## config.mk

```make
export PLATFORM = sky130hd
export DESIGN_NAME = uart_imem_loader
export DESIGN_NICKNAME = d
export VERILOG_FILES = /design/src/rtl/uart_imem_loader.sv
export SDC_FILE = /design/constraint.sdc
export NUM_CORES = 1
export LEC_CHECK = 0
export BUFFER_PORTS_ARGS = -buffer_cell sky130_fd_sc_hd__buf_4
export CAP_MARGIN = 20
export CORE_ASPECT_RATIO = 1.2
export CORE_MARGIN = 3
export CORE_UTILIZATION = 55
export DETAILED_ROUTE_END_ITERATION = 10
export GPL_ROUTABILITY_DRIVEN = 0
export PLACE_DENSITY_LB_ADDON = 0.1
export SYNTH_ARGS = -nofsm -noshare
export SYNTH_HDL_FRONTEND = slang
export SYNTH_SLANG_ARGS = --single-unit
```

## constraint.sdc

```tcl
create_clock -name clk -period 6.5 [get_ports clk]
set_clock_uncertainty 0.05 [all_clocks]
set_input_delay 0.65 -clock clk [delete_from_list [all_inputs] [get_ports clk]]
set_output_delay 0.65 -clock clk [all_outputs]
set_load 0.1 [all_outputs]
```

## src/rtl/uart_imem_loader.sv

```systemverilog
// Boot loader: receives a length-prefixed program image over 8N1 UART and writes it into instruction memory.
// Holds the CPU in reset until the image is complete; a stop-bit error aborts the load and restarts header parsing.
module uart_imem_loader #(
  parameter int CLKS_PER_BIT = 434,
  parameter int MAX_WORDS    = 1024
) (
  input  logic        clk,
  input  logic        resetn,
  input  logic        rx,
  output logic        imem_we,
  output logic [31:0] imem_addr,
  output logic [31:0] imem_wdata,
  output logic        cpu_hold,
  output logic        load_done,
  output logic        frame_err
);

  localparam int CW = $clog2(CLKS_PER_BIT);
  localparam logic [CW-1:0] FULL_M1 = CW'(CLKS_PER_BIT - 1);
  localparam logic [CW-1:0] HALF_M1 = CW'(CLKS_PER_BIT / 2 - 1);
  localparam logic [16:0]   MAXW    = 17'(MAX_WORDS);

  typedef enum logic [1:0] {RX_IDLE, RX_START, RX_DATA, RX_STOP} rx_state_t;
  typedef enum logic [1:0] {L_CNT_LO, L_CNT_HI, L_DATA, L_DONE} ld_state_t;

  rx_state_t rx_state, rx_next;
  ld_state_t ld_state, ld_next;

  logic          rx_meta, rx_sync, rx_prev;
  logic [CW-1:0] bit_cnt;
  logic [2:0]    bit_idx;
  logic [7:0]    rx_shift;
  logic          sample_pt, byte_vld, stop_err, abort;

  logic [7:0]    cnt_lo;
  logic [16:0]   hdr_cnt, hdr_clamped, words_left;
  logic [1:0]    byte_idx;
  logic [23:0]   word_acc;

  // rx_prev is one more stage so the falling edge is seen on synchronized data.
  always_ff @(posedge clk or negedge resetn) begin
    if (!resetn) begin
      rx_meta <= 1'b1;
      rx_sync <= 1'b1;
      rx_prev <= 1'b1;
    end else begin
      rx_meta <= rx;
      rx_sync <= rx_meta;
      rx_prev <= rx_sync;
    end
  end

  always_ff @(posedge clk or negedge resetn) begin
    if (!resetn) rx_state <= RX_IDLE;
    else         rx_state <= rx_next;
  end

  always_comb begin
    rx_next   = rx_state;
    byte_vld  = 1'b0;
    stop_err  = 1'b0;
    sample_pt = (rx_state == RX_START) ? (bit_cnt == HALF_M1) : (bit_cnt == FULL_M1);
    case (rx_state)
      RX_IDLE:  if (rx_prev && !rx_sync) rx_next = RX_START;
      RX_START: if (sample_pt) rx_next = rx_sync ? RX_IDLE : RX_DATA;
      RX_DATA:  if (sample_pt && bit_idx == 3'd7) rx_next = RX_STOP;
      RX_STOP: begin
        if (sample_pt) begin
          rx_next  = RX_IDLE;
          byte_vld = rx_sync;
          stop_err = !rx_sync;
        end
      end
      default:  rx_next = RX_IDLE;
    endcase
  end

  always_ff @(posedge clk or negedge resetn) begin
    if (!resetn) begin
      bit_cnt   <= '0;
      bit_idx   <= '0;
      rx_shift  <= '0;
      frame_err <= 1'b0;
    end else begin
      if (rx_state == RX_IDLE || sample_pt) bit_cnt <= '0;
      else                                  bit_cnt <= bit_cnt + CW'(1);
      if (rx_state == RX_START) begin
        bit_idx <= '0;
      end else if (rx_state == RX_DATA && sample_pt) begin
        bit_idx  <= bit_idx + 3'd1;
        rx_shift <= {rx_sync, rx_shift[7:1]};
      end
      if (stop_err) frame_err <= 1'b1;
    end
  end

  // Once loaded, line errors no longer matter: only reset leaves L_DONE.
  assign abort       = stop_err && (ld_state != L_DONE);
  assign hdr_cnt     = {1'b0, rx_shift, cnt_lo};
  assign hdr_clamped = (hdr_cnt > MAXW) ? MAXW : hdr_cnt;
  assign load_done   = (ld_state == L_DONE);
  assign cpu_hold    = !load_done;

  always_ff @(posedge clk or negedge resetn) begin
    if (!resetn) ld_state <= L_CNT_LO;
    else         ld_state <= ld_next;
  end

  always_comb begin
    ld_next = ld_state;
    case (ld_state)
      L_CNT_LO: if (byte_vld) ld_next = L_CNT_HI;
      L_CNT_HI: if (byte_vld) ld_next = (hdr_clamped == 17'd0) ? L_DONE : L_DATA;
      L_DATA:   if (imem_we && words_left == 17'd1) ld_next = L_DONE;
      default:  ld_next = L_DONE;
    endcase
    if (abort) ld_next = L_CNT_LO;
  end

  // A byte and a write strobe never coincide: bytes are at least 9 bit-times apart.
  always_ff @(posedge clk or negedge resetn) begin
    if (!resetn) begin
      imem_we    <= 1'b0;
      imem_addr  <= '0;
      imem_wdata <= '0;
      cnt_lo     <= '0;
      words_left <= '0;
      byte_idx   <= '0;
      word_acc   <= '0;
    end else begin
      imem_we <= byte_vld && (ld_state == L_DATA) && (byte_idx == 2'd3);
      if (abort) begin
        imem_addr <= '0;
        byte_idx  <= '0;
      end else begin
        if (imem_we) begin
          imem_addr  <= imem_addr + 32'd4;
          words_left <= words_left - 17'd1;
        end
        if (byte_vld) begin
          case (ld_state)
            L_CNT_LO: cnt_lo <= rx_shift;
            L_CNT_HI: begin
              words_left <= hdr_clamped;
              imem_addr  <= '0;
              byte_idx   <= '0;
            end
            L_DATA: begin
              byte_idx <= byte_idx + 2'd1;
              word_acc <= {rx_shift, word_acc[23:8]};
              if (byte_idx == 2'd3) imem_wdata <= {rx_shift, word_acc};
            end
            default: ;
          endcase
        end
      end
    end
  end

endmodule
```

==> out/metrics.csv <==
stage;metric;value;unit
global_routing;Global Route Usage Sum;0.209;
global_routing;total gr overflow;0;
clock_tree;CTS root buf;clkbuf_16;
die;DIE AREA;12900;um2
logic_synthesis;top cells by area, synth;dfrtp_1, mux2_2, xor2_1;
timing;crit share post-route;0.508;
logic_synthesis;Cells after Synth;547;
clock_tree;Reg clk slew, reported paths;0.06;ns
outcome;status;completed;
critical_path;reg-to-reg startpoint;rx_state[1];
critical_path;Setup crit start kind;register;
global_routing;vias in the first global route;4499;
timing;max-slew violations;0;
critical_path;Critical Path AT;3.54;ns
clock_tree;postcts setup bufs;0;
logic_synthesis;Syn Std Cell Area;6380;um2
timing;RSZ-0062 raised after global routing;false;
logic_synthesis;Synth async-reset ratio;1.00;
timing;FMAX;0.303;GHz
die;Die Span X;104;um
logic_synthesis;count leader, synth;dfrtp_1;
finish;Finished Layout Cells;785;
logic_synthesis;sequential-to-total area share from yosys stat;0.557;
logic_synthesis;Post-synth EDFFs;0;
clock_tree;CTS tree;built;
drt;wire length on met3;550;um
critical_path;Reg2Reg Setup Slack;3.20;ns
critical_path;CP required;6.74;ns
timing;final hold violations;0;
finish;share of layout cells above drive strength 1;0.296;
critical_path;CP Max Fanout;19;
drt;Remaining DRCs;0;
critical_path;Worst Setup SP;rx_state[1];
place;port buffer count;68;
logic_synthesis;Avg Cell Area, Syn;11.7;um2
drt;via density per instance;5.58;
clock_tree;CTS Buffer Depth;2;
die;core region area;11200;um2
critical_path;Worst setup EP type;register;
die;row cnt;42;
drt;Routed WL per cell;16.3;um
finish;nets;629;
finish;Ant. Diodes;0;
power;pwr dens;264;nW/um2
drt;DR vias;4384;
timing;final setup TNS;0;ns
clock_tree;H-tree levels;4;
place;DP Cell Count;751;
drt;top routing layer in use;met4;
timing;# setup viols final;0;
global_routing;pin count of the biggest net entering global routing;79;
logic_synthesis;proportion of netlist area held by the largest area contributor;0.545;
global_routing;first-pass GRT wire length;21700;um
logic_synthesis;Post-synth top cells;dfrtp_1, mux2_2, nor2_1, nand2_1, xor2_1;
finish;FILL cells;812;
flow_run;maxcap violations;0;
timing;Final Critical Period;3.30;ns
die;Die Y;124;um
clock_tree;worst skew pair latency;0.41;ns
drt;TritonRoute pass-1 iters;4;
drt;wire length on met2;6690;um
worst_hold_path;worst hold path type;in2async;
drt;Iter 0 DRT Violations;206;
finish;area grow syn2layout;20.3;%
clock_tree;Hold-fix buffers, CTS;0;
logic_synthesis;Ys Warns;0;
logic_synthesis;largest area contributor in the netlist;dfrtp_1;
finish;final core area utilization;0.686;
die;Starting Density;0.570;
drt;final wirelength;12800;um
clock_tree;TritonCTS Buffers;17;
logic_synthesis;synthesized flop and latch total;142;
timing;worst relative slew slack;0.315;
power;Peak VDD IR;0.174;mV
logic_synthesis;predominant post-synthesis flop cell;dfrtp_1;
power;Leakage;3.81;nW
critical_path;Worst Path Class, Setup;reg2reg;
timing;actual slew at the worst max-slew pin;1.03;ns
drt;post-route ant nets;0;
clock_tree;Clock Sinks;142;
place;hpwl dp;8680;um
clock_tree;Post-CTS Resized;0;
die;Ports;71;
global_routing;initial antenna violation count;0;
drt;metal1 wirelength;5390;um
logic_synthesis;Yosys cell types;54;
## cell usage in the layout (no fill, tap or decap), types with 3 or more instances in the layout
cell       count
nor2_1        64
and3_1         6
buf_6          3
clkbuf_16     17
a31oi_1        4
xnor2_1       14
nor4_1        10
buf_4         69
mux2_2        65
nand2_1       32
bufinv_16      4
ha_1           7
mux2_4         8
dfstp_2        3
clkinv_4       4
mux2i_1        5
and4_1         3
nor3_1        12
nand3_1       22
a21oi_1        7
xor2_1        32
nor2b_1        4
a21o_1         3
nand2b_1       3
inv_1          7
or3_1          6
dfrtp_1      139
nand3b_1       3
nand4_1       17
o21ai_0       19
nand4b_1       3
## stage by stage
step                power (mW)  setup WS, ns  instance area, um2  hold slack, ns
finish                    2.03          3.20                7680           0.216
global route              2.11          2.99                7680           0.245
CTS                       2.05          3.18                7650           0.241
detailed placement        1.03          3.16                7030           0.297
global placement          1.03          3.27                7030           0.296
floorplan                0.997          3.17                6390           0.295
## final cells by class
type	count	area [um2]	area share
Multi-Input combinational cell	378	2720	0.354
Clock buffer	18	439	0.0572
Inverter	7	26.3	0.00342
Timing Repair Buffer	73	557	0.0725
Clock inverter	13	189	0.0246
Tap cell	154	193	0.0251
Sequential cell	142	3560	0.463
## state kept, by name, summed over array words and instances, names as in the netlist
register    cells
imem_addr      30
bit_cnt         9
cnt_lo          8
imem_wdata     32
byte_idx        2
rx_shift        8
word_acc       24
rx_sync         1
ld_state        2
bit_idx         3
rx_meta         1
imem_we         1
frame_err       1
rx_state        2
rx_prev         1
words_left     17
## worst max-delay path: stages (launching register included)
cell and delay (ns):
dfrtp_1 0.51, nand2b_4 0.21, or4_1 0.61, a211oi_2 0.34
nand4_1 0.67, buf_4 0.48, mux2_2 0.30
## kinds of logic after synthesis
family	Yosys count	synth area share
AOI/OAI and AO/OA	47	0.0459
xor gates and xnor gates	46	0.0631
adders and majority gates	7	0.0137
buffers and inverters	28	0.0202
DFF	142	0.557
muxes	78	0.141
other	1	0.000587
and+or+nand+nor	198	0.158
## metal layers
| metal | track usage | up-vias |
|---|---|---|
| li1 | - | 2073 |
| met4 | 0.0732 | 0 |
| met3 | 0.0498 | 16 |
| met1 | 0.254 | 2187 |
| met2 | 0.368 | 108 |
| met5 | 0 | - |
## worst paths after layout
kind,endpoint,cells after the start
max in group asynchronous,imem_wdata[27],2
min,bit_cnt[7],1
max,imem_wdata[6],6
min in group clk,rx_meta,1
min reg2reg,rx_sync,0
max reg2reg,imem_wdata[6],6
## power by group
| part | internal [mW] | leakage, nW | total (mW) | switching (mW) |
|---|---|---|---|---|
| clock | 0.652 | 0.302 | 1.02 | 0.364 |
| sequential | 0.908 | 1.96 | 0.937 | 0.0295 |
| combinational | 0.0288 | 1.55 | 0.0768 | 0.0480 |
Power figures use the tool's default switching activity.
